`config.mk`:
```
export PLATFORM = sky130hd
export DESIGN_NAME = reg_operand_fetch
export DESIGN_NICKNAME = d
export VERILOG_FILES = /design/src/rtl/reg_operand_fetch_pkg.sv /design/src/rtl/reg_operand_fetch_scoreboard.sv /design/src/rtl/reg_operand_fetch.sv
export SDC_FILE = /design/constraint.sdc
export NUM_CORES = 1
export LEC_CHECK = 0
export ABC_CLOCK_PERIOD_IN_PS = 3100
export CAP_MARGIN = 20
export CORE_ASPECT_RATIO = 0.9
export CORE_MARGIN = 1.5
export CORE_UTILIZATION = 44
export CTS_BUF_LIST = sky130_fd_sc_hd__clkbuf_8
export CTS_CLUSTER_DIAMETER = 40
export DETAILED_ROUTE_END_ITERATION = 7
export PLACE_DENSITY = 0.9
export RECOVER_POWER = 50
export SLEW_MARGIN = 20
export SYNTH_ARGS = -nofsm -noshare
export SYNTH_HDL_FRONTEND = slang
export SYNTH_SLANG_ARGS = --single-unit
export TNS_END_PERCENT = 10
```
`constraint.sdc`:
```
create_clock -name hclk -period 3.1 [get_ports hclk]
set_clock_uncertainty 0.1 [all_clocks]
set_input_delay 0.62 -clock hclk [delete_from_list [all_inputs] [get_ports hclk]]
set_output_delay 0.62 -clock hclk [all_outputs]
set_load 0.1 [all_outputs]
```
`src/rtl/reg_operand_fetch_pkg.sv`:
```
// Shared types and sizes for the register operand fetch stage.
// Imported by the fetch top and its scoreboard.
package reg_operand_fetch_pkg;

    localparam int XLEN   = 32;
    localparam int REG_AW = 5;
    localparam int NREGS  = 32;

    typedef enum logic [1:0] {
        IDLE,
        CHECK,
        CAPTURE,
        HOLD
    } rof_state_e;

endpackage

```
`src/rtl/reg_operand_fetch_scoreboard.sv`:
```
// Pending-writeback scoreboard: one bit per architectural register.
// A same-cycle set and clear of one bit leaves it set; x0 is never pending.
module reg_scoreboard
    import reg_operand_fetch_pkg::*;
(
    input  logic              hclk,
    input  logic              hrstn,
    input  logic              set_en,
    input  logic [REG_AW-1:0] set_idx,
    input  logic              clr_en,
    input  logic [REG_AW-1:0] clr_idx,
    input  logic [REG_AW-1:0] lk_idx_1,
    input  logic [REG_AW-1:0] lk_idx_2,
    output logic              lk_pend_1,
    output logic              lk_pend_2,
    output logic              busy
);

    logic [NREGS-1:0] sb_q;
    logic [NREGS-1:0] sb_d;

    always_comb begin
        sb_d = sb_q;
        if (clr_en)
            sb_d[clr_idx] = 1'b0;
        if (set_en)
            sb_d[set_idx] = 1'b1;
        sb_d[0] = 1'b0;
    end

    always_ff @(posedge hclk or negedge hrstn) begin
        if (!hrstn)
            sb_q <= '0;
        else
            sb_q <= sb_d;
    end

    // A writeback landing this cycle already resolves the hazard.
    assign lk_pend_1 = (lk_idx_1 != '0) && sb_q[lk_idx_1]
                    && !(clr_en && (clr_idx == lk_idx_1));
    assign lk_pend_2 = (lk_idx_2 != '0) && sb_q[lk_idx_2]
                    && !(clr_en && (clr_idx == lk_idx_2));

    assign busy = |sb_q;

endmodule

```
`src/rtl/reg_operand_fetch.sv`:
```
// Operand fetch stage: stalls on pending writebacks, reads the
// regfile, then holds the operand bundle until execute accepts it.
module reg_operand_fetch
    import reg_operand_fetch_pkg::*;
(
    input  logic              hclk,
    input  logic              hrstn,
    input  logic              dec_valid,
    output logic              dec_ready,
    input  logic [REG_AW-1:0] dec_rs1,
    input  logic [REG_AW-1:0] dec_rs2,
    input  logic [REG_AW-1:0] dec_rd,
    input  logic              dec_rd_wen,
    output logic              op_valid,
    input  logic              op_ready,
    output logic [XLEN-1:0]   op_rs1_data,
    output logic [XLEN-1:0]   op_rs2_data,
    output logic [REG_AW-1:0] op_rd,
    output logic              op_rd_wen,
    input  logic              wb_valid,
    input  logic [REG_AW-1:0] wb_rd,
    input  logic [XLEN-1:0]   wb_data,
    output logic [REG_AW-1:0] reg_waddr,
    output logic [XLEN-1:0]   reg_wdata,
    output logic              reg_wen,
    output logic [REG_AW-1:0] reg_raddr_1,
    output logic [REG_AW-1:0] reg_raddr_2,
    output logic              reg_ren_1,
    output logic              reg_ren_2,
    input  logic [XLEN-1:0]   reg_rdata_1,
    input  logic [XLEN-1:0]   reg_rdata_2,
    output logic              sb_busy
);

    rof_state_e        state_q;
    rof_state_e        state_d;
    logic [REG_AW-1:0] rs1_q;
    logic [REG_AW-1:0] rs2_q;
    logic [REG_AW-1:0] rd_q;
    logic              rd_wen_q;
    logic              pend_1;
    logic              pend_2;
    logic              capture;

    reg_scoreboard u_sb (
        .hclk      (hclk),
        .hrstn     (hrstn),
        .set_en    (capture && rd_wen_q),
        .set_idx   (rd_q),
        .clr_en    (wb_valid),
        .clr_idx   (wb_rd),
        .lk_idx_1  (rs1_q),
        .lk_idx_2  (rs2_q),
        .lk_pend_1 (pend_1),
        .lk_pend_2 (pend_2),
        .busy      (sb_busy)
    );

    always_comb begin
        state_d   = state_q;
        dec_ready = 1'b0;
        reg_ren_1 = 1'b0;
        reg_ren_2 = 1'b0;
        capture   = 1'b0;
        op_valid  = 1'b0;
        unique case (state_q)
            IDLE: begin
                dec_ready = 1'b1;
                if (dec_valid)
                    state_d = CHECK;
            end
            CHECK: begin
                if (!(pend_1 || pend_2)) begin
                    reg_ren_1 = 1'b1;
                    reg_ren_2 = 1'b1;
                    state_d   = CAPTURE;
                end
            end
            CAPTURE: begin
                capture = 1'b1;
                state_d = HOLD;
            end
            HOLD: begin
                op_valid = 1'b1;
                if (op_ready)
                    state_d = IDLE;
            end
        endcase
    end

    always_ff @(posedge hclk or negedge hrstn) begin
        if (!hrstn)
            state_q <= IDLE;
        else
            state_q <= state_d;
    end

    always_ff @(posedge hclk or negedge hrstn) begin
        if (!hrstn) begin
            rs1_q    <= '0;
            rs2_q    <= '0;
            rd_q     <= '0;
            rd_wen_q <= 1'b0;
        end else if (dec_valid && dec_ready) begin
            rs1_q    <= dec_rs1;
            rs2_q    <= dec_rs2;
            rd_q     <= dec_rd;
            rd_wen_q <= dec_rd_wen;
        end
    end

    always_ff @(posedge hclk or negedge hrstn) begin
        if (!hrstn) begin
            op_rs1_data <= '0;
            op_rs2_data <= '0;
            op_rd       <= '0;
            op_rd_wen   <= 1'b0;
        end else if (capture) begin
            op_rs1_data <= reg_rdata_1;
            op_rs2_data <= reg_rdata_2;
            op_rd       <= rd_q;
            op_rd_wen   <= rd_wen_q;
        end
    end

    // Same-cycle write/read hazards rely on regfile forwarding.
    assign reg_raddr_1 = rs1_q;
    assign reg_raddr_2 = rs2_q;
    assign reg_wen     = wb_valid;
    assign reg_waddr   = wb_rd;
    assign reg_wdata   = wb_data;

endmodule

```
==> metrics.md <==
| Metric | Value |
|---|---|
| Worst Setup Start Kind | input pin |
| Core area | 0.0127 sq mm |
| Final hold violation count | 0 |
| Outcome | complete, but fails checks |
| Placed insts | 750 |
| Max-slew headroom | -7.43% |
| Crit-path max FO | 2 |
| Hpwl dp | 11.3 mm |
| Final setup viols | 0 |
| R2r worst-path depth | 4 |
| Port bufs | 180 |
| Initial Util | 45.3% |
| Commonest non-fill, non-tap cells in the layout | 111 x dfrtp_1, 93 x buf_4, 87 x clkdlybuf4s50_1 |
| Initial antenna violation count | 0 |
| Yosys top cell area share | 51.6% |
| Violated checks | capacitance limit, slew limit |
| Layout area overhead | 35.3% |
| IO Count | 245 |
| DRT met1 WL | 5.92 mm |
| Metal2 WL | 7.83 mm |
| Global-route wire length before repair | 25.0 mm |
| Critical Path AT | 2.38 ns |
| Vias | 4459 |
| Vias in the first global route | 4787 |
| Avg Inst Size Synth | 12.5 sq um |
| Synth Flop Type | dfrtp_1 |
| Register bit total from synthesis | 119 |
| Syn Inst Count | 460 |
| Post-synth ARST share | 100% |
| Clk_lat worst skew | 0.45 ns |
| CP top delay family | buffers and inverters |
| CP Buf/Inv Count | 2 |
| CP max stage delay | 0.44 ns |
| Clock Path Buffers | 2 |
| Levels on crit path | 7 |
| Met3 wire length | 1.81 mm |
| Drt wl/cell | 20.2 um |
| Synth Cell Area | 0.00577 sq mm |
| Hold Buf Count CTS | 0 |
| Area leader, netlist | dfrtp_1 |
| Diode count | 0 |
| FF/Latch Area | 0.00300 sq mm |
| Fmax | 323 MHz |
| Synth area leaders | dfrtp_1 52%, mux2_2 17%, o21ai_0 5.5%, buf_4 5.1%, mux2i_1 3.0% |
| Fillers | 952 |
| Post-DR vias/cell | 5.66 |
| DR top layer | met4 |
| Crit path capture type | output pin |
| Non-Filler Instances | 788 |
| Detailed Routing Iterations Pass 1 | 5 |
| Fin. max-slew vios | 68 |
| Final GP Congestion | 0.909 |
| Clock Sinks | 119 |
| Slowest cell on the critical path | clkdlybuf4s50_1 |
| Mapped Nets | 586 |
| Most common cell after layout, fill and taps aside | dfrtp_1 |
| # H-tree levels | 4 |
| Final WL | 15.9 mm |
| Num CTS Buffers | 17 |
| Share of cells above drive strength 1 | 40.2% |
| Largest net degree at the start of global routing | 74 |
| Period utilization | 99.9% |
| DR DRC count | 0 |
| Worst-path cell chain | clkdlybuf4s50_1, xor2_1, nor4_2, a31oi_1, a41o_1, a21oi_4, buf_12 |
| Routed Antenna Nets | 0 |
| Worst path required time | 2.38 ns |
| Die W | 124 um |
| Die area | 0.0138 sq mm |
| Unrepaired setup endpoints after global routing | true |
| Worst Max-Slew Pin Slew | 1.61 ns |
| DRT iter0 DRCs | 276 |
| CP Class | in2out |
| Sequential fraction of the synthesis area | 51.6% |
| Hold Path Class | in2async |
| Row Count | 39 |
| Count of flip-flops with a built-in enable after synthesis | 0 |
| Tmin final | 3.10 ns |
| Worst-path clk slew | 0.07 ns |
| Total Nets Final | 737 |
| Multi-input gate area | 0.00237 sq mm |
| Max Cap Viol | 1 |
| Clock Root Buffer | clkbuf_8 |
| GRT Total Usage | 23.9% |
| CTS tree | done |
| Distinct cell type count after synthesis | 45 |
| Die Y | 112 um |
| GRT overflow | 0 |
| Yosys warns | 0 |
## registers in the layout, indices dropped and copies added (netlist names), 2 cells and up
register     count
op_rs1_data     32
op_rs2_data     32
u_sb.sb_q       31
op_rd            5
rd_q             5
reg_raddr_1      5
reg_raddr_2      5
state_q          2
## kinds of logic (layout without fill, tap and decap cells)
group	Yosys count	after routing	share of synthesized area [%]
AOI/OAI and AO/OA	79	79	7.66
DFF	119	119	51.6
xor gates and xnor gates	10	10	1.52
muxes	113	113	23.8
and+or+nand+nor	65	65	6.62
buffers and inverters	70	234	7.90
adders and majority gates	4	4	0.868
## repair_timing
action,CTS,global route
setup endpoints to repair,2,2
buffers inserted,6,0
resized for setup,3,1
pin swaps,1,0
cloned,0,0
## cell usage after synthesis (5+ instances only)
library cell and number:
o21ai_0 63, mux2_2 86, nor2_1 10, buf_4 39, xnor2_1 6, mux2i_1 17
dfrtp_1 119, nand3b_1 10, nand2_1 10, clkbuf_1 17, nor4_1 8, mux4_2 5
inv_1 8
## worst paths after layout
path                                    to  slack (ns)             from
min in group hclk          op_rs1_data[29]        0.41  op_rs1_data[29]
max in group asynchronous   reg_raddr_2[2]        0.84            hrstn
hold / removal              op_rs1_data[4]        0.27            hrstn
hold reg to reg            op_rs1_data[29]        0.41  op_rs1_data[29]
setup reg to reg           op_rs2_data[18]        0.25       state_q[0]
setup / recovery                 reg_ren_1       0.003         wb_rd[4]
## final cells by class
class	instances	share of cell area [%]
sequential	119	38.5
multi-input combinational	271	30.4
timing repair buffer	194	22.7
clock buffer	20	3.53
tap	164	2.63
clock inverter	12	1.78
inverter	8	0.385
## through the flow
step | hold slack [ns] | util, % | cell area [sq um] | TNS, ns | setup WS [ns]
after global routing | 0.377 | 61.3 | 7800 | -0.191 | -0.0962
final | 0.272 | 61.3 | 7800 | 0 | 0.00277
after global placement | 0.391 | 57.9 | 7380 | 0 | 0.0351
after detailed placement | 0.397 | 57.9 | 7380 | -0.0259 | -0.0136
after floorplan | 0.224 | - | 5850 | -0.204 | -0.204
after CTS | 0.0760 | 61.6 | 7850 | 0 | 0.00195
## metal layers
metal  vias up  track usage [%]
met4         0             9.73
met5         -                0
met1      2203             28.0
met2       270             38.5
met3        49             10.2
li1       1937                -
Power is left out: the tool's default activity adds up to more than one toggle a clock period on the data nets, which glitch-free logic cannot reach.
